`src/rtl/bsg_manycore_block_mem_burst_arbiter.sv`:
```
// Burst-locked round-robin arbiter sharing one memory-side request port
// among the per-column block-mem links of a pod row.
module bsg_manycore_block_mem_burst_arbiter #(
  parameter int num_tiles_x_p = 4,
  parameter int data_width_p = 32,
  parameter int icache_block_size_in_words_p = 4,
  localparam int id_width_lp =
    (num_tiles_x_p > 1) ? $clog2(num_tiles_x_p) : 1,
  localparam int cnt_width_lp =
    (icache_block_size_in_words_p + 1 > 1)
      ? $clog2(icache_block_size_in_words_p + 1) : 1
) (
  input  logic clk_i,
  input  logic reset_i,
  input  logic [num_tiles_x_p-1:0] req_v_i,
  input  logic [num_tiles_x_p*data_width_p-1:0] req_data_i,
  output logic [num_tiles_x_p-1:0] req_yumi_o,
  output logic v_o,
  output logic [data_width_p-1:0] data_o,
  output logic [id_width_lp-1:0] src_id_o,
  input  logic ready_i,
  output logic burst_active_o,
  output logic burst_done_o
);

  typedef enum logic {
    S_IDLE  = 1'b0,
    S_BURST = 1'b1
  } state_e;

  state_e state_r, state_n;
  logic [id_width_lp-1:0] rr_ptr_r, rr_ptr_n;
  logic [id_width_lp-1:0] owner_r, owner_n;
  logic [cnt_width_lp-1:0] cnt_r, cnt_n;

  logic [data_width_p-1:0] w_data [num_tiles_x_p];
  logic [id_width_lp-1:0] w_sel;
  logic w_found;
  logic w_last;
  logic w_owner_v;

  function automatic logic [id_width_lp-1:0] f_inc(
    input logic [id_width_lp-1:0] a
  );
    if (int'(a) == num_tiles_x_p - 1) return '0;
    else return a + 1'b1;
  endfunction

  for (genvar x = 0; x < num_tiles_x_p; x++) begin : g_slice
    assign w_data[x] = req_data_i[x*data_width_p +: data_width_p];
  end

  // Scan from highest offset down so the nearest valid one wins.
  always_comb begin
    int idx;
    idx = 0;
    w_sel = rr_ptr_r;
    w_found = 1'b0;
    for (int i = num_tiles_x_p - 1; i >= 0; i--) begin
      idx = int'(rr_ptr_r) + i;
      if (idx >= num_tiles_x_p) idx = idx - num_tiles_x_p;
      if (req_v_i[idx]) begin
        w_sel = id_width_lp'(idx);
        w_found = 1'b1;
      end
    end
  end

  assign w_last =
    (cnt_r == cnt_width_lp'(icache_block_size_in_words_p - 1));
  assign w_owner_v = req_v_i[owner_r];

  always_ff @(posedge clk_i) begin
    if (reset_i) begin
      state_r <= S_IDLE;
      rr_ptr_r <= '0;
      owner_r <= '0;
      cnt_r <= '0;
    end else begin
      state_r <= state_n;
      rr_ptr_r <= rr_ptr_n;
      owner_r <= owner_n;
      cnt_r <= cnt_n;
    end
  end

  always_comb begin
    state_n = state_r;
    rr_ptr_n = rr_ptr_r;
    owner_n = owner_r;
    cnt_n = cnt_r;
    unique case (state_r)
      S_IDLE: begin
        if (w_found && ready_i) begin
          if (icache_block_size_in_words_p == 1) begin
            rr_ptr_n = f_inc(w_sel);
          end else begin
            owner_n = w_sel;
            cnt_n = cnt_width_lp'(1);
            state_n = S_BURST;
          end
        end
      end
      S_BURST: begin
        if (w_owner_v && ready_i) begin
          cnt_n = cnt_r + 1'b1;
          if (w_last) begin
            cnt_n = '0;
            rr_ptr_n = f_inc(owner_r);
            state_n = S_IDLE;
          end
        end
      end
    endcase
  end

  // Everything is held quiet while reset is asserted.
  always_comb begin
    v_o = 1'b0;
    data_o = w_data[w_sel];
    src_id_o = w_sel;
    req_yumi_o = '0;
    burst_active_o = 1'b0;
    burst_done_o = 1'b0;
    if (!reset_i) begin
      unique case (state_r)
        S_IDLE: begin
          v_o = w_found;
          if (w_found && ready_i) begin
            req_yumi_o[w_sel] = 1'b1;
            if (icache_block_size_in_words_p == 1) burst_done_o = 1'b1;
          end
        end
        S_BURST: begin
          burst_active_o = 1'b1;
          v_o = w_owner_v;
          data_o = w_data[owner_r];
          src_id_o = owner_r;
          if (w_owner_v && ready_i) begin
            req_yumi_o[owner_r] = 1'b1;
            burst_done_o = w_last;
          end
        end
      endcase
    end
  end

endmodule

```
`config.mk`:
```
export PLATFORM = sky130hd
export DESIGN_NAME = bsg_manycore_block_mem_burst_arbiter
export DESIGN_NICKNAME = d
export VERILOG_FILES = /design/src/rtl/bsg_manycore_block_mem_burst_arbiter.sv
export SDC_FILE = /design/constraint.sdc
export NUM_CORES = 1
export LEC_CHECK = 0
export BUFFER_PORTS_ARGS = -buffer_cell sky130_fd_sc_hd__buf_4
export CAP_MARGIN = 40
export CORE_AREA = 3 3 113 72
export CTS_CLUSTER_SIZE = 25
export DETAILED_ROUTE_END_ITERATION = 6
export DIE_AREA = 0 0 116 75
export HOLD_SLACK_MARGIN = 0.03
export PLACE_DENSITY_LB_ADDON = 0.2
export SLEW_MARGIN = 20
export SYNTH_ARGS = -nofsm -noshare
export SYNTH_HDL_FRONTEND = slang
export SYNTH_SLANG_ARGS = --single-unit
export TNS_END_PERCENT = 100
```
`constraint.sdc`:
```
create_clock -name clk_i -period 1.75 [get_ports clk_i]
set_clock_uncertainty 0.05 [all_clocks]
set_input_delay 0 -clock clk_i [delete_from_list [all_inputs] [get_ports clk_i]]
set_output_delay 0 -clock clk_i [all_outputs]
set_load 0.05 [all_outputs]
```
==> results.toml, run 1 <==
[run_status]
outcome = "finished, violations left"
failed_checks = "negative setup slack"

[synth]
synthesis.area_mm2 = 0.00292
synth_cell_types = 44
synth_seq_area_share_pct = 5.49
ys_top_cells_by_area = "mux4_2 25%, mux2i_1 12%, a211oi_1 8.0%"
syn_nets = 475
synth_top_cell_area_share_pct = 24.7
yosys.area.top_type = "mux4_2"
syn_inst = 335
synth_seq_cells = 8
synth_warnings = 0
synth.avg_cell_area_um2 = 8.70

[die]
io_pins = 176
fp.dieArea_mm2 = 0.00870
rows = 24
die-width_um = 116
core_mm2 = 0.00715
chipHeight_um = 75
start_util_pct = 40.8

[worst_setup_path]
crit_type = "register to output pin"
startpoint = "rr_ptr_r[0]$_SDFFE_PP0P_"
cp_max_fo = 7
endpoint_kind = "output pin"
worst_setup_path_start_kind = "register"
critPathArrivalTime_ns = 2.30
rrSetupSlack_ns = -0.21
crit_required_ns = 1.70
timing.rr.start = "rr_ptr_r[0]$_SDFFE_PP0P_"

[cts]
cts-root-buf = "clkbuf_16"
h-tree-depth = 1
clk_latency_ns = 0.23
path_clk_slew_ns = 0.04
cts_tree = "done"
clk_path_buf_depth = 2
cts-buffers-inserted = 3
ctsHoldBuffers = 0
cts.sinks = 8

[flow_run]
maxCapViolCount = 0

[drt]
drtAntennaViolNets = 0
avgViaCountPerCell = 6.63
vias = 4328
drc = 0
wl_per_cell_um = 25.9
drtIter0Drc = 416
dr.pass1.iters = 5
postRouteWirelength_mm = 16.9

[cells_and_area]
areaGrowthSynthToFinish_pct = 121
fin_nets = 704
n_antenna_cell = 0
fill_cells = 291
final_common_cell = "buf_4"
layout.area.seq_um2 = 168
multi_input_area_mm2 = 0.00345
finalInstanceArea_mm2 = 0.00643
utilization_pct = 90.0
finalNonFillerCells = 653
drive_gt1_share_pct = 74.4
final_cell_mix = "184 x buf_4, 48 x buf_6, 40 x a211oi_4, 39 x nor2_1, 33 x mux4_2"

[place]
place_ws_ns = -0.512
port-buffer-count = 175
dpl_cell_area_mm2 = 0.00514
dp.cells = 610
place_congestion = 0.863
hpwl_mm = 9.91

[grt]
antenna_found_initial = 0
grt_remaining_overflow = 0
grt_usage_pct = 31.8
grt_first_pass_wirelength_mm = 21.8
grt_start_max_net_pins = 38
grt_pass1_vias = 4205

[power_and_ir_drop]
p_leak_nw = 2.54
power_density_mw_per_mm2 = 456
ir_drop_mv = 0.360

[sta]
setup_tns_ns = -20.69
worstMarginPinSlew_ns = 0.452
relSlewSlack_pct = 69.8
fin_crit_ns = 2.35
timing.final.ws_setup_ns = -0.600
rsz0062_at_grt = "yes"
drv_slew = 0
finalHoldViolCount = 0
min_period_over_period_pct = 134
setup_viol = 40
max_freq_ghz = 0.426

[worst_hold_path]
min_path_type = "primary input to register"
min_from = "ready_i"
critical path: stages, from the launching register on:
cell and delay, ns:
dfxtp_2 0.33, and2b_1 0.19, or4_4 0.61, and2_4 0.24, nor2_8 0.17, buf_12 0.13
buf_12 0.14, a211oi_4 0.08, buf_6 0.17
routing by layer:
| layer | vias to the layer above | routed length [um] | track usage (%) |
|---|---|---|---|
| li1 | 1762 | - | - |
| met1 | 2129 | 6030 | 42.1 |
| met2 | 358 | 8400 | 56.2 |
| met3 | 79 | 1700 | 4.66 |
| met4 | 0 | 753 | 7.08 |
| met5 | - | 0 | 0 |
cells in the mapped netlist:
master / count
a22oi_1: 1
nand2_4: 1
a31oi_1: 18
a32oi_1: 1
nand4_1: 2
nor3_1: 1
o32a_1: 1
buf_6: 4
or2_1: 1
nor2b_1: 1
nor2_8: 1
ha_1: 5
nor2_1: 42
nand2b_1: 3
and3b_1: 1
or4_1: 1
and2b_1: 2
mux2i_1: 34
clkbuf_1: 16
and3_1: 2
or4_4: 1
a211oi_1: 31
buf_4: 1
buf_1: 1
mux4_1: 1
and2_4: 1
o21ai_1: 1
or2_2: 1
or3_1: 2
nand3b_1: 1
a21boi_0: 14
a21oi_1: 10
nand2_1: 9
o21ai_0: 3
a211oi_2: 16
mux4_2: 32
nor3b_1: 1
buf_12: 1
a21o_1: 2
inv_1: 24
nand3_1: 2
dfxtp_1: 8
a2111oi_0: 18
buf_2: 16
flip-flops by register name, indices dropped and copies added, names as in the netlist:
register,flops
owner_r,2
state_r,1
cnt_r,3
rr_ptr_r,2
worst paths after layout:
path	end	cells after the start
worst max-delay path	data_o[18]	8
worst min-delay path	cnt_r[1]$_SDFFE_PP0P_	3
worst max register to register	owner_r[1]$_SDFFE_PP0P_	8
worst min register to register	cnt_r[2]$_SDFFE_PP0P_	1
through the flow:
stage	hold WS, ns	power [mW]
finish	0.109	2.93
global route	0.129	3.02
CTS	0.0714	2.73
detailed placement	0.311	2.04
global placement	0.285	2.00
floorplan	0.0117	1.38
cell type report:
class	count	share of cell area, %
Multi-Input combinational cell	265	53.7
Inverter	24	1.40
Clock buffer	3	1.17
Timing Repair Buffer	262	39.4
Tap cell	91	1.77
Sequential cell	8	2.61
where the power goes:
group	internal [mW]	switching, mW	total [mW]
clock network	0.295	0.0921	0.387
logic	1.11	1.24	2.35
registers	0.188	0.00654	0.195
repair_timing:
action                     CTS  global route
setup endpoints to repair   39            41
gates resized for setup    109            57
pin swaps                   12            21
cloned                       5             4
setup buffers               21            18
logic make-up (layout without fill, tap and decap cells):
| logic type | count (synthesis) | in the layout | share of synthesized area (%) |
|---|---|---|---|
| DFF | 8 | 8 | 5.49 |
| buffers and inverters | 63 | 289 | 10.5 |
| and+or+nand+nor | 76 | 77 | 13.0 |
| adders and majority gates | 5 | 5 | 2.15 |
| AOI/OAI and AO/OA | 116 | 116 | 31.5 |
| muxes | 67 | 67 | 37.3 |
(Power assumes the default switching activity.)
==> run 2: changes to the inputs <==
CTS_BUF_LIST = sky130_fd_sc_hd__clkbuf_8   (was not set)
==> run 2 against run 1 <==
The flow still finishes with violations (negative setup slack). Sequential cell count did not move. Core utilization fell by 5.7 points. Sequential share of layout area is 0.18 points higher. Register-to-register slack better by 0.08 ns. Worst setup slack better by 0.021 ns. Via count fell by 7.4%. Global-route usage decreased by 0.83 points. Die area stayed put. Design area down 6.4%. Final cell count down 4.1%. Clock-buffer cell count did not move. Highest routed layer unchanged.
==> results.toml, run 2 (synthesized netlist as in run 1, its figures left out) <==
[run_status]
outcome = "finished, violations left"
failed_checks = "negative setup slack"

[worst_setup_path]
worst_setup_path_start_kind = "register"
timing.rr.start = "rr_ptr_r[0]$_SDFFE_PP0P_"
r2r-end = "owner_r[1]$_SDFFE_PP0P_"
crit_required_ns = 1.70
endpoint_kind = "output pin"
reg2reg_depth = 8
crit_type = "register to output pin"
rrSetupSlack_ns = -0.13
critPathArrivalTime_ns = 2.28
cp_max_fo = 8

[power_and_ir_drop]
fin_total_pwr_mw = 2.61
clockPowerShare_pct = 8.6
ir_drop_mv = 0.364
power_density_mw_per_mm2 = 434
p_switching_mw = 1.25
comb_power_share_pct = 84.0
switching_share_pct = 47.8
p_leak_nw = 2.33
intPower_mw = 1.36
seqPwrFrac_pct = 7.4

[place]
dp.cells = 610
place_congestion = 0.863
hpwl_mm = 9.91
port-buffer-count = 175
place_ws_ns = -0.512

[cts]
clk_latency_ns = 0.23
cts_tree = "done"
path_clk_slew_ns = 0.04
cts.sinks = 8
cts-buffers-inserted = 3
clk_path_buf_depth = 2
cts-root-buf = "clkbuf_8"
ctsHoldBuffers = 0
h-tree-depth = 1

[sta]
max_freq_ghz = 0.429
worstMarginPinSlew_ns = 0.626
setup_tns_ns = -19.38
finalHoldViolCount = 0
hold_slack_ns = 0.124
rsz0062_at_grt = "yes"
setup_viol = 39
timing.final.ws_setup_ns = -0.578
fin_crit_ns = 2.33
relSlewSlack_pct = 58.2
min_period_over_period_pct = 133
drv_slew = 0

[cells_and_area]
top_regs = "cnt_r x3, owner_r x2, rr_ptr_r x2"
areaGrowthSynthToFinish_pct = 107
finalNonFillerCells = 626
final_cell_mix = "170 x buf_4, 44 x buf_6, 39 x nor2_1, 39 x a211oi_4, 33 x mux4_2"
fin_nets = 677
n_antenna_cell = 0
largest_reg_flops = 3
final_common_cell = "buf_4"
drive_gt1_share_pct = 70.8
largest_register = "cnt_r"
fill_cells = 387

[die]
rows = 24
core_mm2 = 0.00715
fp.dieArea_mm2 = 0.00870
chipHeight_um = 75
io_pins = 176
die-width_um = 116
start_util_pct = 40.8

[drt]
postRouteWirelength_mm = 14.6
drtIter0Drc = 259
drtAntennaViolNets = 0
vias = 4007
avgViaCountPerCell = 6.40
drc = 0
wl_per_cell_um = 23.4
dr.pass1.iters = 5

[grt]
grt_remaining_overflow = 0
antenna_found_initial = 0
grt_pass1_vias = 4095
grt_usage_pct = 31.0
grt_first_pass_wirelength_mm = 21.1
grt_start_max_net_pins = 38

[worst_hold_path]
hold_end = "cnt_r[1]$_SDFFE_PP0P_"
whs_path_depth = 3
min_from = "ready_i"
min_path_type = "primary input to register"

[flow_run]
maxCapViolCount = 0
## run 2: cell types whose count changed in the layout (fill, tap and decap cells not counted), moves of 5 or more
| cell | before | now |
|---|---|---|
| clkbuf_16 | 7 | 1 |
| buf_4 | 184 | 170 |
| buf_12 | 21 | 14 |
| mux2i_4 | 6 | 13 |
| mux2i_2 | 11 | 2 |
| a2111oi_1 | 0 | 5 |
## run 2: repair_timing
action                     4_1_cts  5_1_grt
pin swaps                       10       30
setup endpoints to repair       39       42
cloned                           5        1
gates resized for setup         84       54
buffers inserted                 9        4
hold endpoints to repair         0        0
## run 2: power groups by stage
stage          clock network, mW  registers [mW]  logic (mW)
3_5_place_dp                   0           0.198        1.84
3_3_place_gp                   0           0.197        1.80
2_1_floorplan                  0           0.195        1.18
6_report                   0.224           0.193        2.19
5_1_grt                    0.243           0.194        2.28
4_1_cts                    0.223           0.193        2.07
## run 2: per-layer routing
| layer | up-vias | global-route usage, % | wire, um |
|---|---|---|---|
| li1 | 1711 | - | - |
| met1 | 1971 | 40.6 | 5420 |
| met2 | 283 | 53.9 | 7450 |
| met3 | 42 | 5.14 | 1350 |
| met4 | 0 | 8.62 | 417 |
| met5 | - | 0 | 0 |
## run 2: stage by stage
stage | instance area [um2] | util [%]
3_3_place_gp | 5140 | 71.9
3_5_place_dp | 5140 | 71.9
4_1_cts | 5750 | 80.5
2_1_floorplan | 3460 | -
6_report | 6020 | 84.3
5_1_grt | 6020 | 84.3
## run 2: cell type report
type / count / area [um2] / area share [%]
tap: 91 / 114 / 1.89
timing repair buffer: 235 / 2210 / 36.7
multi-input combinational: 265 / 3400 / 56.5
inverter: 24 / 90.1 / 1.50
clock buffer: 3 / 41.3 / 0.686
sequential: 8 / 168 / 2.78
## run 2: critical path, stage by stage, from the launching register on
cell and delay, ns:
dfxtp_2 0.33, and2b_1 0.17, or4_4 0.62, buf_6 0.17, and2_4 0.22, a211oi_4 0.29
a211oi_4 0.08, buf_6 0.17
## run 2: worst max-delay path by stage
stage | from | cells past startpoint | end | slack, ns
2_1_floorplan | rr_ptr_r[0]$_SDFFE_PP0P_ | 8 | src_id_o[1] | -0.38
3_3_place_gp | rr_ptr_r[1]$_SDFFE_PP0P_ | 6 | data_o[12] | -0.38
3_5_place_dp | rr_ptr_r[1]$_SDFFE_PP0P_ | 6 | data_o[12] | -0.51
4_1_cts | rr_ptr_r[0]$_SDFFE_PP0P_ | 7 | data_o[26] | -0.54
5_1_grt | rr_ptr_r[0]$_SDFFE_PP0P_ | 7 | data_o[22] | -0.62
6_report | rr_ptr_r[0]$_SDFFE_PP0P_ | 7 | data_o[14] | -0.58
==> run 3: changes to the inputs <==
CAP_MARGIN = not set   (was 40)
CORE_AREA = 3 3 144 90   (was 3 3 113 72)
DIE_AREA = 0 0 147 93   (was 0 0 116 75)
TNS_END_PERCENT = 50   (was 100)
==> run 3 against run 2 <==
The run still ends with negative setup slack left. Highest routed layer unchanged. Register-to-register slack improved by 0.15 ns. First-iteration DRC count decreased by 39%. Design area decreased by 5.7%. Via count decreased by 8.2%.
==> results.toml, run 3 (synthesized netlist as in run 1, its figures left out) <==
[run_status]
outcome = "finished, violations left"
failed_checks = "negative setup slack"

[worst_setup_path]
critPathArrivalTime_ns = 2.27
timing.rr.start = "owner_r[0]$_SDFFE_PP0P_"
worstSetupEndpoint = "data_o[7]"
r2r-end = "cnt_r[0]$_SDFFE_PP0P_"
endpoint_kind = "output pin"
reg2reg_depth = 5
rrSetupSlack_ns = 0.02
startpoint = "rr_ptr_r[1]$_SDFFE_PP0P_"
worst_setup_path_start_kind = "register"
crit_type = "register to output pin"
cp_max_fo = 8
crit_required_ns = 1.70

[cts]
cts-root-buf = "clkbuf_8"
path_clk_slew_ns = 0.04
cts-buffers-inserted = 3
ctsHoldBuffers = 0
clk_latency_ns = 0.23
clk_path_buf_depth = 2
h-tree-depth = 1
cts_tree = "done"
cts.sinks = 8

[drt]
drtAntennaViolNets = 0
wl_met2_mm = 6.34
wl_met1_mm = 6.41
dr.pass1.iters = 4
wl_per_cell_um = 19.6
postRouteWirelength_mm = 13.7
drtIter0Drc = 157
drc = 0
top_layer = "met4"
avgViaCountPerCell = 5.25
vias = 3677
met3_length_um = 864

[grt]
grt_start_max_net_pins = 38
grt_usage_pct = 19.1
grt_first_pass_wirelength_mm = 21.5
grt_remaining_overflow = 0
antenna_found_initial = 0
grt_pass1_vias = 4040

[die]
io_pins = 176
core_mm2 = 0.0119
die-width_um = 147
start_util_pct = 24.6
fp.dieArea_mm2 = 0.0137
chipHeight_um = 93
rows = 31

[cells_and_area]
final_common_cell = "buf_4"
largest_reg_flops = 3
areaGrowthSynthToFinish_pct = 94.9
fin_nets = 677
largest_register = "cnt_r"
top_regs = "cnt_r x3, owner_r x2, rr_ptr_r x2"
finalNonFillerCells = 700
n_antenna_cell = 0
drive_gt1_share_pct = 66.4
fill_cells = 1121
final_cell_mix = "182 x buf_4, 40 x nor2_1, 36 x buf_6, 32 x mux4_2, 31 x a211oi_4"

[power_and_ir_drop]
p_leak_nw = 2.26
ir_drop_mv = 0.212
power_density_mw_per_mm2 = 431
comb_power_share_pct = 83.0
switching_share_pct = 47.3
seqPwrFrac_pct = 8.0
fin_total_pwr_mw = 2.45
p_switching_mw = 1.16
intPower_mw = 1.29
clockPowerShare_pct = 9.0

[place]
place_ws_ns = -0.376
port-buffer-count = 175
hpwl_mm = 10.4
dp.cells = 693
place_congestion = 0.836

[sta]
worstMarginPinSlew_ns = 0.612
max_freq_ghz = 0.432
finalHoldViolCount = 0
min_period_over_period_pct = 132
relSlewSlack_pct = 59.1
drv_slew = 0
timing.final.ws_setup_ns = -0.567
rsz0062_at_grt = "yes"
fin_crit_ns = 2.32
hold_slack_ns = 0.0662
setup_viol = 39

[flow_run]
maxCapViolCount = 0

[worst_hold_path]
min_path_type = "primary input to register"
## run 3: changes by cell type in the layout (fill, tap and decap cells not counted), sizes merged
cell    delta
buf        +1
bufbuf     -1
## run 3: cell type report
cell class	count	area [um2]	area share (%)
multi-input combinational	265	3070	54.1
clock buffer	3	41.3	0.727
timing repair buffer	235	2110	37.1
inverter	24	90.1	1.59
sequential	8	165	2.91
tap	165	206	3.63
## run 3: worst min path at each step
stage | start | endpoint | depth (start not counted)
5_1_grt | ready_i | cnt_r[1]$_SDFFE_PP0P_ | 3
6_report | ready_i | cnt_r[1]$_SDFFE_PP0P_ | 3
2_1_floorplan | reset_i | rr_ptr_r[0]$_SDFFE_PP0P_ | 1
3_5_place_dp | ready_i | cnt_r[1]$_SDFFE_PP0P_ | 3
3_3_place_gp | ready_i | cnt_r[1]$_SDFFE_PP0P_ | 3
4_1_cts | ready_i | cnt_r[1]$_SDFFE_PP0P_ | 3
## run 3: power by group through the flow
stage / Combinational [mW] / Sequential [mW] / Clock (mW)
final: 2.03 / 0.195 / 0.220
after global routing: 2.14 / 0.196 / 0.233
after CTS: 2.02 / 0.195 / 0.226
after detailed placement: 1.88 / 0.198 / 0
after global placement: 1.86 / 0.198 / 0
after floorplan: 1.17 / 0.195 / 0
## run 3: critical path: stages, from the launching register on
cell	delay, ns
dfxtp_2	0.34
and3b_1	0.18
or4_4	0.61
and2_2	0.33
a211oi_2	0.33
a211oi_4	0.05
buf_4	0.19
## run 3: per-layer routing
| metal | track usage (%) | up-vias |
|---|---|---|
| li1 | - | 1703 |
| met1 | 26.3 | 1812 |
| met2 | 32.3 | 151 |
| met3 | 3.29 | 11 |
| met4 | 2.79 | 0 |
| met5 | 0 | - |
## run 3: per-stage QoR
step,util (%),setup TNS [ns],cell area [um2]
after global routing,47.9,-21.47,5680
after detailed placement,44.5,-10.60,5290
after floorplan,-,-11.98,3410
after global placement,44.5,-9.79,5290
final,47.9,-18.94,5680
after CTS,47.4,-17.98,5620
## run 3: timing repair
| action | 4_1_cts | 5_1_grt |
|---|---|---|
| buffers inserted | 2 | 0 |
| cloned | 1 | 1 |
| resized for setup | 64 | 13 |
| pin swaps | 3 | 5 |
| setup endpoints to repair | 39 | 46 |
